## config.mk

```make
export PLATFORM = sky130hd
export DESIGN_NAME = modulo_muldiv_seq_flat
export DESIGN_NICKNAME = d
export VERILOG_FILES = /design/src/rtl/modulo_muldiv_seq_if.sv /design/src/rtl/modulo_muldiv_seq.sv /design/src/flat_wrapper.sv
export SDC_FILE = /design/constraint.sdc
export NUM_CORES = 1
export LEC_CHECK = 0
export ABC_CLOCK_PERIOD_IN_PS = 10500
export BUFFER_PORTS_ARGS = -buffer_cell sky130_fd_sc_hd__buf_2
export CORE_MARGIN = 1
export CORE_UTILIZATION = 60
export DETAILED_ROUTE_END_ITERATION = 8
export PLACE_DENSITY = 0.83
export SLEW_MARGIN = 20
export SYNTH_ARGS = -nofsm -noshare
export SYNTH_HDL_FRONTEND = slang
export SYNTH_SLANG_ARGS = --single-unit
```

## constraint.sdc

```tcl
create_clock -name clock -period 10.5 [get_ports clock]
set_input_delay 2.1 -clock clock [delete_from_list [all_inputs] [get_ports clock]]
set_output_delay 2.1 -clock clock [all_outputs]
set_load 0.03 [all_outputs]
```

## src/rtl/modulo_muldiv_seq_if.sv

```systemverilog
// Request/result bundle between the control unit (master) and the mul/div sequencer (slave).
// output_resto exists only when MULDIV_REMAINDER_EN is defined.
interface modulo_muldiv_seq_if #(
   parameter int DATA_WIDTH = 32
);
   logic                  start;
   logic [3:0]            control_alu;
   logic [DATA_WIDTH-1:0] input_1;
   logic [DATA_WIDTH-1:0] input_2;
   logic                  busy;
   logic                  done;
   logic [DATA_WIDTH-1:0] output_resultado;
   logic                  zero;
   logic                  div_by_zero;
`ifdef MULDIV_REMAINDER_EN
   logic [DATA_WIDTH-1:0] output_resto;
`endif

   modport master (
      output start, control_alu, input_1, input_2,
      input  busy, done, output_resultado, zero, div_by_zero
`ifdef MULDIV_REMAINDER_EN
      , input output_resto
`endif
   );

   modport slave (
      input  start, control_alu, input_1, input_2,
      output busy, done, output_resultado, zero, div_by_zero
`ifdef MULDIV_REMAINDER_EN
      , output output_resto
`endif
   );
endinterface

```

## src/rtl/modulo_muldiv_seq.sv

```systemverilog
// One-bit-per-cycle shift-add multiplier / restoring divider for the ALU MUL/DIV codes.
// Optional remainder output enabled by defining MULDIV_REMAINDER_EN.
module modulo_muldiv_seq #(
   parameter int DATA_WIDTH = 32
) (
   input logic                 clock,
   input logic                 reset_n,
   modulo_muldiv_seq_if.slave  bus
);
   localparam int CW = $clog2(DATA_WIDTH);
   localparam logic [3:0] OP_MUL = 4'b1000;
   localparam logic [3:0] OP_DIV = 4'b1001;

   typedef enum logic [1:0] {IDLE, CALC, DONE} state_t;

   state_t                state_q, state_d;
   logic [CW-1:0]         count_q, count_d;
   logic                  opDiv_q, opDiv_d;
   logic [DATA_WIDTH-1:0] mcand_q, mcand_d;
   logic [DATA_WIDTH-1:0] mplier_q, mplier_d;
   logic [DATA_WIDTH-1:0] acc_q, acc_d;
   logic [DATA_WIDTH-1:0] rem_q, rem_d;
   logic [DATA_WIDTH-1:0] quo_q, quo_d;
   logic [DATA_WIDTH-1:0] divisor_q, divisor_d;
   logic [DATA_WIDTH-1:0] result_q, result_d;
   logic                  zero_q, zero_d;
   logic                  dbz_q, dbz_d;
`ifdef MULDIV_REMAINDER_EN
   logic [DATA_WIDTH-1:0] resto_q, resto_d;
`endif

   logic                  opValid, isDiv, accept, divZero, lastStep;
   logic [DATA_WIDTH-1:0] accNext, remNext, quoNext, stepResult;
   logic [DATA_WIDTH:0]   remShift, trialDiff;

   assign isDiv    = (bus.control_alu == OP_DIV);
   assign opValid  = (bus.control_alu == OP_MUL) || isDiv;
   assign accept   = bus.start && opValid && (state_q != CALC);
   assign divZero  = isDiv && (bus.input_2 == '0);
   assign lastStep = (state_q == CALC) && (count_q == CW'(DATA_WIDTH - 1));

   // Single iteration of each algorithm; the divider compare needs one extra bit.
   assign accNext    = acc_q + (mplier_q[0] ? mcand_q : '0);
   assign remShift   = {rem_q, quo_q[DATA_WIDTH-1]};
   assign trialDiff  = remShift - {1'b0, divisor_q};
   assign remNext    = trialDiff[DATA_WIDTH] ? remShift[DATA_WIDTH-1:0] : trialDiff[DATA_WIDTH-1:0];
   assign quoNext    = {quo_q[DATA_WIDTH-2:0], ~trialDiff[DATA_WIDTH]};
   assign stepResult = opDiv_q ? quoNext : accNext;

   always_ff @(posedge clock or negedge reset_n) begin
      if (!reset_n) begin
         state_q <= IDLE;
      end else begin
         state_q <= state_d;
      end
   end

   always_comb begin
      state_d = state_q;
      case (state_q)
         IDLE:    if (accept) state_d = divZero ? DONE : CALC;
         CALC:    if (lastStep) state_d = DONE;
         DONE:    state_d = accept ? (divZero ? DONE : CALC) : IDLE;
         default: state_d = IDLE;
      endcase
   end

   always_comb begin
      bus.busy = (state_q == CALC);
      bus.done = (state_q == DONE);
   end

   always_comb begin
      count_d   = count_q;
      opDiv_d   = opDiv_q;
      mcand_d   = mcand_q;
      mplier_d  = mplier_q;
      acc_d     = acc_q;
      rem_d     = rem_q;
      quo_d     = quo_q;
      divisor_d = divisor_q;
      result_d  = result_q;
      zero_d    = zero_q;
      dbz_d     = dbz_q;
`ifdef MULDIV_REMAINDER_EN
      resto_d   = resto_q;
`endif
      if (accept) begin
         count_d   = '0;
         opDiv_d   = isDiv;
         mcand_d   = bus.input_1;
         mplier_d  = bus.input_2;
         acc_d     = '0;
         rem_d     = '0;
         quo_d     = bus.input_1;
         divisor_d = bus.input_2;
         // Divide by zero never iterates, so its outputs are published at the accept edge.
         if (divZero) begin
            result_d = '1;
            zero_d   = 1'b0;
            dbz_d    = 1'b1;
`ifdef MULDIV_REMAINDER_EN
            resto_d  = bus.input_1;
`endif
         end
      end else if (state_q == CALC) begin
         count_d = count_q + CW'(1);
         if (opDiv_q) begin
            rem_d = remNext;
            quo_d = quoNext;
         end else begin
            acc_d    = accNext;
            mcand_d  = mcand_q << 1;
            mplier_d = mplier_q >> 1;
         end
         if (lastStep) begin
            count_d  = '0;
            result_d = stepResult;
            zero_d   = (stepResult == '0);
            dbz_d    = 1'b0;
`ifdef MULDIV_REMAINDER_EN
            resto_d  = opDiv_q ? remNext : '0;
`endif
         end
      end
   end

   always_ff @(posedge clock or negedge reset_n) begin
      if (!reset_n) begin
         count_q   <= '0;
         opDiv_q   <= 1'b0;
         mcand_q   <= '0;
         mplier_q  <= '0;
         acc_q     <= '0;
         rem_q     <= '0;
         quo_q     <= '0;
         divisor_q <= '0;
         result_q  <= '0;
         zero_q    <= 1'b0;
         dbz_q     <= 1'b0;
`ifdef MULDIV_REMAINDER_EN
         resto_q   <= '0;
`endif
      end else begin
         count_q   <= count_d;
         opDiv_q   <= opDiv_d;
         mcand_q   <= mcand_d;
         mplier_q  <= mplier_d;
         acc_q     <= acc_d;
         rem_q     <= rem_d;
         quo_q     <= quo_d;
         divisor_q <= divisor_d;
         result_q  <= result_d;
         zero_q    <= zero_d;
         dbz_q     <= dbz_d;
`ifdef MULDIV_REMAINDER_EN
         resto_q   <= resto_d;
`endif
      end
   end

   assign bus.output_resultado = result_q;
   assign bus.zero             = zero_q;
   assign bus.div_by_zero      = dbz_q;
`ifdef MULDIV_REMAINDER_EN
   assign bus.output_resto     = resto_q;
`endif

endmodule

```

## src/flat_wrapper.sv

```systemverilog
// flat-port wrapper written by rule: the top's interface ports become plain ports
module modulo_muldiv_seq_flat 
#(
   parameter int DATA_WIDTH = 32
)
  (clock, reset_n, bus_start, bus_control_alu, bus_input_1, bus_input_2, bus_busy, bus_done, bus_output_resultado, bus_zero, bus_div_by_zero);
  modulo_muldiv_seq_if #(.DATA_WIDTH(DATA_WIDTH)) bus_i ();
  input logic clock;
  input logic reset_n;
  input wire logic [$bits(bus_i.start)-1:0] bus_start;
  input wire logic [$bits(bus_i.control_alu)-1:0] bus_control_alu;
  input wire logic [$bits(bus_i.input_1)-1:0] bus_input_1;
  input wire logic [$bits(bus_i.input_2)-1:0] bus_input_2;
  output wire logic [$bits(bus_i.busy)-1:0] bus_busy;
  output wire logic [$bits(bus_i.done)-1:0] bus_done;
  output wire logic [$bits(bus_i.output_resultado)-1:0] bus_output_resultado;
  output wire logic [$bits(bus_i.zero)-1:0] bus_zero;
  output wire logic [$bits(bus_i.div_by_zero)-1:0] bus_div_by_zero;
  assign bus_i.start = bus_start;
  assign bus_i.control_alu = bus_control_alu;
  assign bus_i.input_1 = bus_input_1;
  assign bus_i.input_2 = bus_input_2;
  assign bus_busy = bus_i.busy;
  assign bus_done = bus_i.done;
  assign bus_output_resultado = bus_i.output_resultado;
  assign bus_zero = bus_i.zero;
  assign bus_div_by_zero = bus_i.div_by_zero;
  modulo_muldiv_seq #(.DATA_WIDTH(DATA_WIDTH)) u_core (.clock(clock), .reset_n(reset_n), .bus(bus_i));
endmodule
```

Word-level counts from Yosys, hierarchy flattened. Cells that the tools add are included.

$add $sub $neg: 3. Equal/unequal tests: 10. Muxes and demuxes: 38. Bitwise gates (word level): 1. Reduce and logical (&&, ||, !) cells: 15.

Operators by type and width (number): two-way mux 32 bit (22); logical NOT 32 bit (2); subtractor 33 x 32 -> 33 bit (1); adder 32 bit (1); two-way mux 5 bit (3); equality test 4 bit (second input constant) (2); two-way mux 1 bit (8); two-way mux 2 bit (4); != test 2 x 1 -> 1 bit (second input constant) (3); case mux 2 bit (3 select lines) (1); AND reduction 2 bit (3); nonzero test 2 bit (3); adder 5 x 1 -> 5 bit (second input constant) (1); equality test 5 bit (second input constant) (1); logical AND 1 bit (4); != test 2 bit (second input constant) (2); AND reduction 3 bit (1); equality test 2 x 1 -> 1 bit (second input constant) (1); equality test 2 bit (second input constant) (1); logical NOT 2 bit (1); logical OR 1 bit (1); NOT 1 bit (1).

Bits in registers: 234. Output and inout port bits: 36. Logic and storage cells: 79.

Depth between registers and ports, before layout.
Word-level depth: 7. Mapped depth: 14. Mapped depth without buffers: 13.

Worst setup path before layout. Ideal clock, no wire load.

Kind: reg2reg. Start: register u_core.mplier_q[0]. End: register u_core.zero_q (netlist: u_core.bus.zero). Library setup time: 65 ps. Data arrival time: 3839 ps. Required time: 10435 ps. Setup slack: 6595 ps. Cell stages (with the launch flop): 15. Path buffers: 1. Clock period less this slack: 3905 ps. Path through: dfrtp_1 > clkbuf_1 > and2_1 > ha_1 > fa_1 > a21o_1 > a221oi_4 > o211ai_2 > a21oi_2 > xor2_1 > o21ai_1 > or4_1 > or4b_1 > nor4_2 > a31o_1.

Word-level cells in the longest chain between the ends: 7.

RTL lines: start, declared (line modulo_muldiv_seq.sv:20) `logic [DATA_WIDTH-1:0] mplier_q, mplier_d;`; start signal, assigned (line modulo_muldiv_seq.sv:148) `mplier_q <= mplier_d;`; two-way mux 32 bit (line modulo_muldiv_seq.sv:43) `assign accNext = acc_q + (mplier_q[0] ? mcand_q : '0);`; adder 32 bit (line modulo_muldiv_seq.sv:43); two-way mux 32 bit (line modulo_muldiv_seq.sv:48) `assign stepResult = opDiv_q ? quoNext : accNext;`; logical NOT 32 bit (line modulo_muldiv_seq.sv:119) `zero_d = (stepResult == '0);`; two-way mux 1 bit (line modulo_muldiv_seq.sv:116) `if (lastStep) begin`; two-way mux 1 bit (line modulo_muldiv_seq.sv:106) `end else if (state_q == CALC) begin`; two-way mux 1 bit (line modulo_muldiv_seq.sv:88) `if (accept) begin`; end signal, assigned (line modulo_muldiv_seq.sv:154) `zero_q <= zero_d;`; end, declared (line modulo_muldiv_seq.sv:26) `logic zero_q, zero_d;`.

No other way between the ends. The select of a mux whose other input is x is not followed. A chain may end at the register's enable or synchronous reset.

Worst setup path in the final report. Same ends and word-level chain as after synthesis.

==> flow_metrics.env <==
export IMPL_min_from="u_core.bus.div_by_zero"
export IMPL_dr_pass1_iters=5
export IMPL_worstMarginPinSlew_ps=1050
export IMPL_ant_nets=0
export IMPL_rows=55
export IMPL_die_w_um=154
export IMPL_path_clk_slew_ps=60
export IMPL_skew_ps=14.5
export IMPL_timing_critical_path_slowest_stage_cell="dfrtp_1"
export IMPL_start_util_pct=61.2
export IMPL_grt_first_pass_wirelength_um=60500
export IMPL_synthFlopType="dfrtp_1"
export IMPL_fin_crit_sh_pct=49.1
export IMPL_synth_area_um2=13800
export IMPL_cp_num_buf_inv=0
export IMPL_detailedPlace_worstSlack_ps=5360
export IMPL_rsz0062_at_grt="no"
export IMPL_drc=0
export IMPL_synth_cell_types=73
export IMPL_die_area_um2=23600
export IMPL_ys_warn_count=0
export IMPL_core_area_um2=22600
export IMPL_drive_gt1_share_pct=11.6
export IMPL_drtIter0Drc=841
export IMPL_cp_end_kind="flip-flop"
export IMPL_cp_arrival_ps=5630
export IMPL_fmax_ghz=0.194
export IMPL_cp_start_kind="flip-flop"
export IMPL_grt_max_degree=106
export IMPL_hold_slack_ps=494
export IMPL_leakage_nw=7.23
export IMPL_hold_depth=2
export IMPL_grt_pass1_vias=12300
export IMPL_final_hold_violation_count=0
export IMPL_clock_latency_ps=550
export IMPL_slew_violations=0
export IMPL_die_height_um=154
export IMPL_cts_buffers_inserted=26
export IMPL_synth_edf_count=0
export IMPL_gp_congestion=0.910
export IMPL_slew_headroom_pct=29.8
export IMPL_reg2reg_depth=13
export IMPL_yosysMostFrequentCell="nand2_1"
export IMPL_yosysSeqAreaShare_pct=42.4
export IMPL_post_cts_buffers=0
export IMPL_synthArstFlopShare_pct=100
export IMPL_route_detailed_wl_per_inst_um=18.8
export IMPL_postSynthCellCount=1583
export IMPL_cp_top_family="simple AND/OR/NAND/NOR gates"
export IMPL_yosys_top_cells_area="dfrtp_1 42%, nand2_1 6.8%, o21ai_0 5.9%"
export IMPL_critPathMaxStageDelay_ps=790
export IMPL_synth_nets=1721
export IMPL_synth_area_leader_cell="dfrtp_1"
export IMPL_tritoncts="yes"
export IMPL_r2r_start="u_core.mplier_q[0]"
export IMPL_report_final_setup_viol=0
export IMPL_clkSinkCount=234
export IMPL_postRouteWirelength_um=36400
export IMPL_vdd_ir_drop_max_mv=0.198
export IMPL_viasPerCell=6.24
export IMPL_worst_ep_required_time_ps=10980
export IMPL_gr_usage_all_layers_pct=31.5
export IMPL_htreeDepth=1
export IMPL_final_nets=1775
export IMPL_ios=107
export IMPL_min_period_ps=5150
export IMPL_worstPathCellList="and2_1, ha_1, fa_1, a21o_1, a221oi_4, o211ai_2, a21oi_2, xor2_1, o21ai_1, or4_1, or4b_1, nor4_2, a31o_1"
export IMPL_syn_to_final_growth_pct=11.2
export IMPL_critical_path_class="flip-flop to flip-flop"
export IMPL_antennaDiodeCount=0
export IMPL_cellPowerDensity_nw_per_um2=341
export IMPL_port_buffers=106
export IMPL_total_power_mw=5.24
export IMPL_netlist_area_leader_share_pct=42.4
export IMPL_regToRegEndpoint="u_core.bus.zero"
export IMPL_min_to="u_core.bus.div_by_zero"
export IMPL_cts_root_buf="clkbuf_16"
export IMPL_syn_area_per_cell_um2=8.72
export IMPL_maxCapViolations=0
export IMPL_clock_path_buffers=3
export IMPL_cts_resized=0
export IMPL_hold_path_class="flip-flop to flip-flop"
export IMPL_grt_antenna_before_repair=0
export IMPL_reg2reg_slack_ps=5350
export IMPL_gr_total_overflow=0
export IMPL_ys_ff_latch=234
export IMPL_dp_hpwl_um=25100
export IMPL_cts_hold_buffers_added=0
export IMPL_synthTopCellsByCount="249 x nand2_1, 234 x dfrtp_1, 163 x o21ai_0, 98 x nor2_1, 93 x a21oi_1"
export IMPL_finalSetupTns_ps=0
export IMPL_status="completed"
export IMPL_worst_path_max_fanout=33
export IMPL_timing_final_ws_setup_ps=5350
export IMPL_num_vias=12100
==> worst reg2reg max path: stages, from the launching register on <==
cell,delay [ps]
dfrtp_1,790
and2_1,340
ha_1,220
fa_1,440
a21o_1,230
a221oi_4,450
o211ai_2,210
a21oi_2,350
xor2_1,220
o21ai_1,160
or4_1,630
or4b_1,530
nor4_2,320
a31o_1,200
==> cells in the final DEF (no fill, tap or decap), drive strengths merged, types with 33 or more instances in the layout <==
cell type and instances:
buf 121, mux2i 53, dfrtp 234, a31oi 46, nor2 98, a21oi 95
and2 35, clkbuf 33, ha 65, nand3 64, inv 52, o21ai 166
nand2 249
==> where the power goes <==
group | internal, mW | switching [mW] | total [mW]
Combinational | 1.11 | 1.69 | 2.79
Sequential | 1.28 | 0.271 | 1.55
Clock | 0.516 | 0.384 | 0.900
==> flip-flops by register name (all words and copies together), names as in the netlist, 2 cells and up <==
name                         flops
u_core.divisor_q                32
u_core.mplier_q                 32
u_core.bus.output_resultado     32
u_core.quo_q                    32
u_core.acc_q                    32
u_core.state_q                   2
u_core.rem_q                    32
u_core.count_q                   5
u_core.mcand_q                  32
==> cells by family (layout without fill, tap and decap cells) <==
group                    count (synthesis)  after routing  synth area share [%]
AO/OA/AOI/OAI                          482            482                  22.1
XOR/XNOR                                55             55                  3.49
adder cells (fa/ha/maj)                 67             67                  6.18
buffers and inverters                  147            220                  4.02
flip-flops                             234            234                  42.4
multiplexers                            54             54                  3.95
AND/OR/NAND/NOR                        544            544                  17.9
==> layout make-up <==
type	count	area, um2
multi-input combinational	1202	7450
fill	1795	7210
sequential	234	5860
clock buffer	33	727
timing repair buffer	121	657
tap	285	357
inverter	52	195
clock inverter	14	120
==> metrics by stage <==
step	std cells	instance area (um2)	utilization [%]
2_1_floorplan	1583	13800	-
3_3_place_gp	1894	14500	64.3
3_5_place_dp	1894	14500	64.3
4_1_cts	1941	15400	68.0
5_1_grt	1941	15400	68.1
6_report	1941	15400	68.1
==> layer usage <==
| layer | up-vias | part of all wire [%] | track usage (%) | wire, um |
|---|---|---|---|---|
| li1 | 5768 | - | - | - |
| met1 | 5842 | 41 | 38.9 | 15100 |
| met2 | 398 | 48 | 54.2 | 17600 |
| met3 | 107 | 5.3 | 4.62 | 1930 |
| met4 | 0 | 5.1 | 15.6 | 1850 |
| met5 | - | 0 | 0 | 0 |
==> worst max-delay path by stage <==
stage               slack (ps)         endpoint               start  depth (start not counted)
floorplan                 6600  u_core.bus.zero  u_core.mplier_q[0]                         14
global placement          5420  u_core.quo_q[0]  bus_control_alu[1]                          9
detailed placement        5360  u_core.quo_q[0]  bus_control_alu[1]                          9
CTS                       5430  u_core.bus.zero  u_core.mplier_q[0]                         13
global route              5140  u_core.bus.zero  u_core.mplier_q[0]                         13
finish                    5350  u_core.bus.zero  u_core.mplier_q[0]                         13
(Power assumes the default switching activity.)
